<file path="src/rtl/conv_sequencer_param.sv">
// Convolution window sequencer: tap fetch, multiply, adder tree, store, repeated per output window.
// Optional macro CONV_MULT_HANDSHAKE_EN: MULT ends on an external mult_done instead of a fixed count.
module conv_sequencer_param #(
  parameter int unsigned ADDR_W      = 10,
  parameter int unsigned FILT_ADDR_W = 4,
  parameter int unsigned KERNEL_TAPS = 9,
  parameter int unsigned MULT_CYCLES = 16,
  parameter int unsigned ADD_LEVELS  = 4,
  parameter int unsigned ADD_CYCLES  = 8,
  parameter int unsigned NUM_OUTPUTS = 4,
  parameter int unsigned STRIDE      = 1,
  localparam int unsigned OUT_W      = (NUM_OUTPUTS > 1) ? $clog2(NUM_OUTPUTS) : 1
) (
  input  logic                   clk,
  input  logic                   reset,
  input  logic                   start,
  input  logic                   abort,
  input  logic                   store_ready,
`ifdef CONV_MULT_HANDSHAKE_EN
  input  logic                   mult_done,
`endif
  output logic                   busy,
  output logic                   done,
  output logic                   in_ram_en,
  output logic                   in_ram_rd_en,
  output logic [ADDR_W-1:0]      in_ram_addr,
  output logic                   filt_rom_en,
  output logic                   filt_rom_rd_en,
  output logic [FILT_ADDR_W-1:0] filt_rom_addr,
  output logic                   mult_en,
  output logic [ADD_LEVELS-1:0]  add_level_en,
  output logic                   store_valid,
  output logic [OUT_W-1:0]       out_index
);

  localparam int unsigned TAP_W  = (KERNEL_TAPS > 1) ? $clog2(KERNEL_TAPS) : 1;
  localparam int unsigned LVL_W  = (ADD_LEVELS > 1) ? $clog2(ADD_LEVELS) : 1;
  localparam int unsigned PH_MAX = (MULT_CYCLES > ADD_CYCLES) ? MULT_CYCLES : ADD_CYCLES;
  localparam int unsigned PH_W   = (PH_MAX > 1) ? $clog2(PH_MAX) : 1;

  localparam logic [2:0] S_IDLE  = 3'd0;
  localparam logic [2:0] S_LOAD  = 3'd1;
  localparam logic [2:0] S_MULT  = 3'd2;
  localparam logic [2:0] S_ADD   = 3'd3;
  localparam logic [2:0] S_STORE = 3'd4;
  localparam logic [2:0] S_FIN   = 3'd5;

  logic [2:0]        r_state,     w_state_nxt;
  logic [TAP_W-1:0]  r_tap_cnt,   w_tap_nxt;
  logic [PH_W-1:0]   r_phase_cnt, w_phase_nxt;
  logic [LVL_W-1:0]  r_level_cnt, w_level_nxt;
  logic [ADDR_W-1:0] r_win_base,  w_base_nxt;
  logic [OUT_W-1:0]  r_out_index, w_out_nxt;

  // State and counter registers
  always_ff @(posedge clk or posedge reset) begin
    if (reset) begin
      r_state     <= S_IDLE;
      r_tap_cnt   <= '0;
      r_phase_cnt <= '0;
      r_level_cnt <= '0;
      r_win_base  <= '0;
      r_out_index <= '0;
    end else begin
      r_state     <= w_state_nxt;
      r_tap_cnt   <= w_tap_nxt;
      r_phase_cnt <= w_phase_nxt;
      r_level_cnt <= w_level_nxt;
      r_win_base  <= w_base_nxt;
      r_out_index <= w_out_nxt;
    end
  end

  // Next-state and counter update; abort overrides every transition
  always_comb begin
    w_state_nxt = r_state;
    w_tap_nxt   = r_tap_cnt;
    w_phase_nxt = r_phase_cnt;
    w_level_nxt = r_level_cnt;
    w_base_nxt  = r_win_base;
    w_out_nxt   = r_out_index;
    if (abort && (r_state != S_IDLE)) begin
      w_state_nxt = S_IDLE;
      w_tap_nxt   = '0;
      w_phase_nxt = '0;
      w_level_nxt = '0;
    end else begin
      case (r_state)
        S_IDLE: begin
          if (start) begin
            w_state_nxt = S_LOAD;
            w_tap_nxt   = '0;
            w_phase_nxt = '0;
            w_level_nxt = '0;
            w_base_nxt  = '0;
            w_out_nxt   = '0;
          end
        end
        S_LOAD: begin
          if (r_tap_cnt == TAP_W'(KERNEL_TAPS - 1)) begin
            w_state_nxt = S_MULT;
            w_tap_nxt   = '0;
            w_phase_nxt = '0;
          end else begin
            w_tap_nxt = r_tap_cnt + TAP_W'(1);
          end
        end
        S_MULT: begin
`ifdef CONV_MULT_HANDSHAKE_EN
          if (mult_done) begin
            w_state_nxt = S_ADD;
            w_phase_nxt = '0;
            w_level_nxt = '0;
          end
`else
          if (r_phase_cnt == PH_W'(MULT_CYCLES - 1)) begin
            w_state_nxt = S_ADD;
            w_phase_nxt = '0;
            w_level_nxt = '0;
          end else begin
            w_phase_nxt = r_phase_cnt + PH_W'(1);
          end
`endif
        end
        S_ADD: begin
          if (r_phase_cnt == PH_W'(ADD_CYCLES - 1)) begin
            w_phase_nxt = '0;
            if (r_level_cnt == LVL_W'(ADD_LEVELS - 1)) begin
              w_state_nxt = S_STORE;
              w_level_nxt = '0;
            end else begin
              w_level_nxt = r_level_cnt + LVL_W'(1);
            end
          end else begin
            w_phase_nxt = r_phase_cnt + PH_W'(1);
          end
        end
        S_STORE: begin
          if (store_ready) begin
            if (r_out_index == OUT_W'(NUM_OUTPUTS - 1)) begin
              w_state_nxt = S_FIN;
            end else begin
              w_state_nxt = S_LOAD;
              w_tap_nxt   = '0;
              w_out_nxt   = r_out_index + OUT_W'(1);
              w_base_nxt  = r_win_base + ADDR_W'(STRIDE);
            end
          end
        end
        S_FIN:   w_state_nxt = S_IDLE;
        default: w_state_nxt = S_IDLE;
      endcase
    end
  end

  // Moore output decode of registered state and counters
  always_comb begin
    busy           = (r_state != S_IDLE);
    done           = (r_state == S_FIN);
    in_ram_en      = (r_state == S_LOAD);
    in_ram_rd_en   = (r_state == S_LOAD);
    filt_rom_en    = (r_state == S_LOAD);
    filt_rom_rd_en = (r_state == S_LOAD);
    in_ram_addr    = '0;
    filt_rom_addr  = '0;
    if (r_state == S_LOAD) begin
      in_ram_addr   = r_win_base + ADDR_W'(r_tap_cnt);
      filt_rom_addr = FILT_ADDR_W'(r_tap_cnt);
    end
    mult_en      = (r_state == S_MULT);
    add_level_en = '0;
    for (int k = 0; k < ADD_LEVELS; k++) begin
      add_level_en[k] = (r_state == S_ADD) && (r_level_cnt == LVL_W'(k));
    end
    store_valid = (r_state == S_STORE);
    out_index   = r_out_index;
  end

endmodule
</file>
<file path="config.mk">
export PLATFORM = sky130hd
export DESIGN_NAME = conv_sequencer_param
export DESIGN_NICKNAME = d
export VERILOG_FILES = /design/src/rtl/conv_sequencer_param.sv
export SDC_FILE = /design/constraint.sdc
export NUM_CORES = 1
export LEC_CHECK = 0
export ABC_AREA = 0
export BUFFER_PORTS_ARGS = -buffer_cell sky130_fd_sc_hd__buf_2
export CORE_MARGIN = 3
export CORE_UTILIZATION = 55
export CTS_BUF_LIST = sky130_fd_sc_hd__clkbuf_16
export CTS_CLUSTER_DIAMETER = 40
export CTS_CLUSTER_SIZE = 20
export DETAILED_ROUTE_END_ITERATION = 10
export PLACE_DENSITY_LB_ADDON = 0.12
export SKIP_CTS_REPAIR_TIMING = 1
export SYNTH_ARGS = -nofsm -noshare
export SYNTH_HDL_FRONTEND = slang
export SYNTH_SLANG_ARGS = --single-unit
</file>
<file path="constraint.sdc">
create_clock -name clk -period 4.6 [get_ports clk]
set_input_delay 0.46 -clock clk [delete_from_list [all_inputs] [get_ports clk]]
set_output_delay 0.46 -clock clk [all_outputs]
set_load 0.01 [all_outputs]
</file>
* Word-level counts from Yosys, hierarchy flattened
Cells that the tools add are included. W data, S select, Z words.
Storage, ports and cells: logic and storage cells 87, bits in registers 25, output and inout bits 28, input bits 5
Operators by class: equality and inequality tests 22, bitwise gates (word level) 1, multiplexer cells 35, $add $sub $neg 6, reduce and logical (&&, ||, !) cells 17
Operators with widths (count):
- $mux W10 | 4
- $mux W4 | 10
- $mux W3 | 8
- $pmux W10 S2 | 1
- $pmux W4 S4 | 1
- $pmux W3 S5 | 1
- $mux W2 | 7
- $ne A3 B3 Y1 const B | 4
- $pmux W4 S3 | 1
- $add A10 B1 Y10 const B | 1
- $add A10 B4 Y10 | 1
- $add A4 B1 Y4 const B | 2
- $eq A4 B4 Y1 const B | 2
- $reduce_and A4 Y1 | 2
- $reduce_bool A4 Y1 | 2
- $eq A2 B2 Y1 const B | 3
- $eq A3 B2 Y1 const B | 2
- $eq A3 B3 Y1 const B | 2
- $ne A2 B2 Y1 const B | 3
- $ne A3 B1 Y1 const B | 2
- $pmux W2 S3 | 1
- $reduce_and A6 Y1 | 1
- $logic_and A1 B1 Y1 | 5
- $reduce_and A5 Y1 | 1
- 13 further kinds | 14

* Depth between registers and ports, before layout
Gate-level depths: netlist of run 1.
depth in word-level cells 5, gate-level depth with buffers 8, mapped depth without buffers 8

* Least setup slack after synthesis of run 1
OpenSTA, ideal clock, no wires.
kind register to output, from reg r_tap_cnt[0], to out in_ram_addr[6], path buffers 0, data arrival time 1.693 ns, path slack 2.447 ns, stages on the path, launching flop included 9, data required time 4.140 ns, cell sequence dfrtp_1 > ha_1 > inv_1 > fa_1 > nor2b_1 > o21ai_0 > a21oi_1 > xnor2_1 > nor2_1
Between the ends: longest elaborated chain between the ends 2
Ends and longest elaborated chain:
- start, declared | RTL line 49 | logic [TAP_W-1:0] r_tap_cnt, w_tap_nxt;
- start signal, assigned | RTL line 66 | r_tap_cnt <= w_tap_nxt;
- $add A10 B4 Y10 | RTL line 167 | in_ram_addr = r_win_base + ADDR_W'(r_tap_cnt);
- $mux W10 | RTL line 166 | if (r_state == S_LOAD) begin
- end, declared | RTL line 26 | output logic [ADDR_W-1:0] in_ram_addr,
No other way between the ends.

* Worst setup path in the final report of run 1
from reg r_tap_cnt[0], to out in_ram_addr[8]
The elaborated chain is that of the path after synthesis.

==> summary.md, run 1 <==
| Metric | Value |
|---|---|
| R2r setup slk | `roughly 2.6 ns` |
| Max Cap Viol | `0` |
| Setup crit end kind | `output pin` |
| Antenna Cells | `0` |
| CTS tree | `yes` |
| Seq/Total Area, Yosys | `34.2%` |
| Largest net degree at the start of global routing | `26` |
| Yosys cell types | `44` |
| Final #Nets | `about 260` |
| Layout area overhead | `12.3%` |
| Power Dens Cells | `around 390 nW/um^2` |
| Reg2reg start | `r_state[0]` |
| Critical path fanouts, max | `7` |
| Final Setup Violations | `0` |
| Clock sinks | `25` |
| Synth top area share | `between 30% and 40%` |
| Prevailing post-synth register cell | `dfrtp_1` |
| Post-synthesis area per instance | `about 8.5 sq um` |
| Hold Vio Cnt, Final | `0` |
| Die Height | `63.6 um` |
| Gr usage total | `between 20% and 30%` |
| DR iter-0 viols | `53` |
| Clk_skew | `0.00505 ns` |
| Worst IR Drop VDD | `between 0.0002 and 0.00025 V` |
| Die ar. | `roughly 4000 sq um` |
| Clock-pin slew on the worst setup and hold paths | `about 0.070 ns` |
| Post-DRT Antenna Nets | `0` |
| HPWL Detailed | `between 2000 and 3000 um` |
| Vias in the first global route | `~1500` |
| Lkg Pwr | `0.994 nW` |
| Clock tree buffer depth | `2` |
| Worst slew margin | `34.7%` |
| RSZ-0062 raised after global routing | `no` |
| Setup TNS Final | `0 ns` |
| GRT overflow | `0` |
| Initial Utilization | `between 50% and 60%` |
| Worst Setup Path Type | `register to output pin` |
| DR pass1 iterations | `4` |
| Status | `complete, no violations` |
| Count of input and output buffers | `32` |
| Worst-Margin Slew | `just under 1 ns` |
| Share of layout cells above drive strength 1 | `between 10% and 20%` |
| Final min period | `between 2 and 3 ns` |
| Crit path launch type | `register` |
| Commonest cells after routing, fill and taps aside | `buf_2, dfrtp_1, o21ai_0` |
| GPL Wtd Cong | `0.886` |
| Leading cell type in the layout, fill and taps excluded | `buf_2` |
| Asr flop ratio synth | `100%` |
| DR vias/cell | `roughly 5.6` |
| Synth top area cells | `dfrtp_1, ha_1, o21ai_0, nor2_1, nand2_1` |
| Post-Syn Nets | `around 230` |
| DR vias | `around 1600` |
| Mapped cell area | `about 1800 sq um` |
| Row count | `20` |
| Die X | `approximately 64 um` |
| CP startpoint | `r_tap_cnt[0]` |
| Cell taking the most area after synthesis | `dfrtp_1` |
| DR WL/cell | `around 14 um` |
| Worst setup path end | `in_ram_addr[8]` |
| Worst skew pair latency | `around 0.26 ns` |
| Worst r2r dst | `r_level_cnt[0]` |
| Design Power | `between 0.0008 and 0.0009 W` |
| Min-Delay Path Class | `input pin to async pin` |
| EDFF count, synth | `0` |
| Worst Path Arrival | `about 2.2 ns` |
| DRT Wirelength | `3840 um` |
| Syn. warnings | `0` |
| Fmax | `roughly 370 MHz` |
| Period Utilization, post-route | `between 50 and 60%` |
| Worst Path Required | `between 4 and 5 ns` |
| Initial antenna violation count | `0` |
| R2R cell count | `4` |
| H-Tree Depth | `1` |
| DRC | `0` |
| Slew Viols, Final | `0` |
| CTS buffer count | `3` |
| Fill count | `about 280` |
| Synth Register Bits | `25` |
| Core Area | `just over 3000 sq um` |
| Cells after Synth | `215` |
| First-pass GRT wire length | `6890 um` |
| Root Buffer | `clkbuf_16` |
| I/O Pins | `33` |
-- state kept, by name, indices dropped and copies added, names as in the netlist --
name         flops
r_win_base      10
r_phase_cnt      4
r_tap_cnt        4
r_state          3
out_index        2
r_level_cnt      2
-- per-stage QoR --
stage          std cells  hold WS (ns)  cell area (sq um)  setup slack (ns)  util (%)
2_1_floorplan        215         0.473               1830              2.45         -
3_3_place_gp         279         0.503               1970              2.24      63.5
3_5_place_dp         279         0.507               1970              2.22      63.5
4_1_cts              283         0.460               2050              1.91      66.1
5_1_grt              283         0.505               2050              1.65      66.1
6_report             283         0.417               2050              1.90      66.1
-- metal layers --
layer / vias up / GRT usage (%) / part of all wire (%)
li1: 803 / - / -
met1: 742 / 29.9 / 52
met2: 40 / 33.0 / 43
met3: 2 / 3.92 / 4.5
met4: 0 / 4.04 / 0.34
met5: - / 0 / 0
-- power breakdown --
part	internal (W)	switching, W	total (W)
Combinational	0.000117	0.000195	0.000312
Sequential	0.000245	0.0000597	0.000304
Clock	0.000116	0.0000752	0.000191
Total	0.000478	0.000330	0.000808
-- final cells by class --
type,instances,area [sq um],area share [%]
repair buffers,32,160,7.81
clock buffers,3,75.1,3.66
flip-flops and latches,25,626,30.5
clock inverters,1,3.75,0.183
well taps,44,55.1,2.68
multi-input cells,166,1090,53.0
inverters,12,45.0,2.20
-- logic make-up (layout without fill, tap and decap cells) --
group | Yosys count | after routing | synth area share, %
AO/OA/AOI/OAI | 48 | 48 | 15.6
multiplexers | 4 | 4 | 2.26
AND/OR/NAND/NOR | 89 | 89 | 26.2
adder cells (fa/ha/maj) | 15 | 15 | 10.5
buffers and inverters | 24 | 48 | 6.30
flip-flops | 25 | 25 | 34.2
XOR/XNOR | 10 | 10 | 4.79
-- critical path, cell delays in order, from the launching register on --
cell     delay (ns)
dfrtp_1        0.45
ha_1           0.23
inv_1          0.06
fa_1           0.37
nor2b_1        0.16
o21ai_0        0.15
a21oi_1        0.21
xnor2_1        0.14
nor2_1         0.05
buf_2          0.15
-- Yosys cell counts (all sizes together), types with 4 or more instances --
master	count
dfrtp	25
o21ai	23
nand2	19
nor3	9
nand3	7
xnor2	6
ha	13
buf	9
nor2	20
nor2b	5
xor2	4
a21oi	12
and3	9
inv	12
or3	6
-- worst min path at each step --
stage               depth (start not counted)  slack (ns)              to           start
detailed placement                          2        0.51    out_index[1]    out_index[1]
finish                                      2        0.42   r_win_base[4]           reset
floorplan                                   1        0.47  r_phase_cnt[2]  r_phase_cnt[2]
global route                                2        0.51   r_win_base[4]           reset
CTS                                         2        0.46   r_win_base[4]           reset
global placement                            2        0.50    out_index[1]    out_index[1]
(Power assumes the default switching activity.)
==> run 2, diff against run 1 <==
Clock period 4.6 ns to 2.6 ns, I/O delays scaled along.
==> summary.md, run 2 (synthesis results as in run 1) <==
| Metric | Value |
|---|---|
| DRC | `0 (unchanged)` |
| Clock Power Share | `23.0% (-0.7 points)` |
| Initial Utilization | `58.9% (unchanged)` |
| Final min period | `around 2.4 ns` |
| DRT Wirelength | `3730 um (-2.8%)` |
| Largest net degree at the start of global routing | `26 (unchanged)` |
| CP cell instances | `ha_1 > inv_1 > fa_1 > nor2b_1 > o21ai_1 > a21oi_1 > xnor2_1 > nor2_1 > buf_2` |
| Worst-Margin Slew | `0.976 ns (-0.00206 ns)` |
| Worst skew pair latency | `0.26 ns (about the same)` |
| Initial antenna violation count | `0 (unchanged)` |
| Layout area overhead | `13.6%` |
| DR iter-0 viols | `91 (+72%)` |
| DR vias | `1567 (-1.3%)` |
| CTS tree | `yes` |
| Die Height | `63.6 um (unchanged)` |
| DR pass1 iterations | `4 (unchanged)` |
| Clk_skew | `0.00386 ns (-0.00119 ns)` |
| Post-Place Cell Area | `1990 sq um (+1.1%)` |
| Setup crit end kind | `output pin` |
| Finished Core Util | `66.9% (+0.77 points)` |
| Pint | `0.000872 W (+82%)` |
| Final instance area | `2070 sq um (+1.2%)` |
| Final #Nets | `262 (+1.2%)` |
| Vias in the first global route | `1511 (-1.6%)` |
| Core Area | `3100 sq um (unchanged)` |
| GPL Wtd Cong | `0.820 (-7.4%)` |
| Max Cap Viol | `0 (unchanged)` |
| Worst IR Drop VDD | `0.000386 V (+86%)` |
| Clock tree buffer depth | `2 (unchanged)` |
| Final Setup Violations | `0 (unchanged)` |
| Lkg Pwr | `1.01 nW (+1.4%)` |
| Die ar. | `4050 sq um (unchanged)` |
| Switching Share | `40.1% (-0.82 points)` |
| Seq pwr share | `36.2% (-1.5 points)` |
| Clock sinks | `25 (unchanged)` |
| Fmax | `approximately 420 MHz` |
| Critical path fanouts, max | `5 (-2)` |
| CTS buffer count | `3 (unchanged)` |
| DR WL/cell | `13.1 um (-3.8%)` |
| Count of input and output buffers | `32 (unchanged)` |
| Post-DRT Antenna Nets | `0 (unchanged)` |
| Top Registers | `r_win_base (10), r_phase_cnt (4), r_tap_cnt (4)` |
| Commonest cells after routing, fill and taps aside | `buf_2, dfrtp_1, o21ai_0` |
| Status | `complete, no violations` |
| Reg with most FFs | `r_win_base` |
| Min-Delay Path Class | `input pin to async pin` |
| HPWL Detailed | `2800 um (-1.6%)` |
| Clock-pin slew on the worst setup and hold paths | `0.06 ns (about the same)` |
| Slew Viols, Final | `0 (unchanged)` |
| Crit path launch type | `register` |
| Root Buffer | `clkbuf_16` |
| Power Dens Cells | `701 nW/um^2 (+78%)` |
| Max reg flops | `10 (unchanged)` |
| RSZ-0062 raised after global routing | `no` |
| Combinational share of power | `40.8% (+2.1 points)` |
| Crit-path slowest cell | `dfrtp_1` |
| Worst Path Required | `2.34 ns (-1.80 ns)` |
| Share of layout cells above drive strength 1 | `19.0% (+1.4 points)` |
| Worst Path Arrival | `2.11 ns (-0.13 ns)` |
| Die X | `63.6 um (unchanged)` |
| Gr usage total | `20.3% (-0.60 points)` |
| Leading cell type in the layout, fill and taps excluded | `buf_2` |
| Worst path max stage delay | `0.40 ns (-0.05 ns)` |
| Setup TNS Final | `0 ns (unchanged)` |
| Worst slew margin | `34.9% (+0.14 points)` |
| Hold Vio Cnt, Final | `0 (unchanged)` |
| Period Utilization, post-route | `just over 90%` |
| H-Tree Depth | `1 (unchanged)` |
| Antenna Cells | `0 (unchanged)` |
| Worst Setup Path Type | `register to output pin` |
| Switching power | `0.000582 W (+76%)` |
| First-pass GRT wire length | `6710 um (-2.6%)` |
| GRT overflow | `0 (unchanged)` |
| Row count | `20 (unchanged)` |
| DR vias/cell | `5.48 (-2.3%)` |
| I/O Pins | `33 (unchanged)` |
[run 2: cell type report]
class                   count  area (sq um)
multi-input cells         166          1090
fillers                   271          1030
clock inverters             1          3.75
clock buffers               3          75.1
flip-flops and latches     25           627
inverters                  12          45.0
well taps                  44          55.1
repair buffers             35           183
[run 2: final timing paths]
check,from,end,slack [ns],cells after the start
max,r_win_base[0],in_ram_addr[6],0.23,9
max reg2reg,r_state[0],r_level_cnt[0],0.57,5
min reg2reg,out_index[1],out_index[1],0.51,2
min,reset,out_index[1],0.22,2
max in group asynchronous,reset,r_tap_cnt[0],1.72,2
min in group clk,store_ready,r_state[2],0.29,4
[run 2: power groups by stage]
stage / Combinational [W] / Sequential (W) / Clock, W
CTS: 0.000595 / 0.000522 / 0.000344
global route: 0.000666 / 0.000537 / 0.000358
finish: 0.000593 / 0.000526 / 0.000334
floorplan: 0.000491 / 0.000485 / 0
global placement: 0.000592 / 0.000527 / 0
detailed placement: 0.000592 / 0.000529 / 0
[run 2: critical path, delay by kind of cell (launching register included)]
| kind | cells | cell delay [ns] |
|---|---|---|
| compound gates | 2 | 0.30 |
| buf+inv | 2 | 0.21 |
| flops | 1 | 0.40 |
| fa+ha+maj | 2 | 0.58 |
| simple gates | 2 | 0.22 |
| xor+xnor | 1 | 0.14 |
[run 2: per-stage QoR]
step / power, W / cells / worst slack [ns] / hold slack (ns)
after floorplan: 0.000976 / 215 / 0.647 / 0.287
after global placement: 0.00112 / 282 / 0.488 / 0.497
after detailed placement: 0.00112 / 282 / 0.435 / 0.505
after CTS: 0.00146 / 286 / 0.149 / 0.259
after global routing: 0.00156 / 286 / 0.0485 / 0.315
final: 0.00145 / 286 / 0.233 / 0.222
[run 2: routing by layer]
metal | up-vias | GRT usage [%] | routed length [um]
met5 | - | 0 | 0
met4 | 0 | 7.01 | 25
met3 | 2 | 2.67 | 190
met2 | 39 | 29.3 | 1560
met1 | 721 | 30.8 | 1960
li1 | 805 | - | -
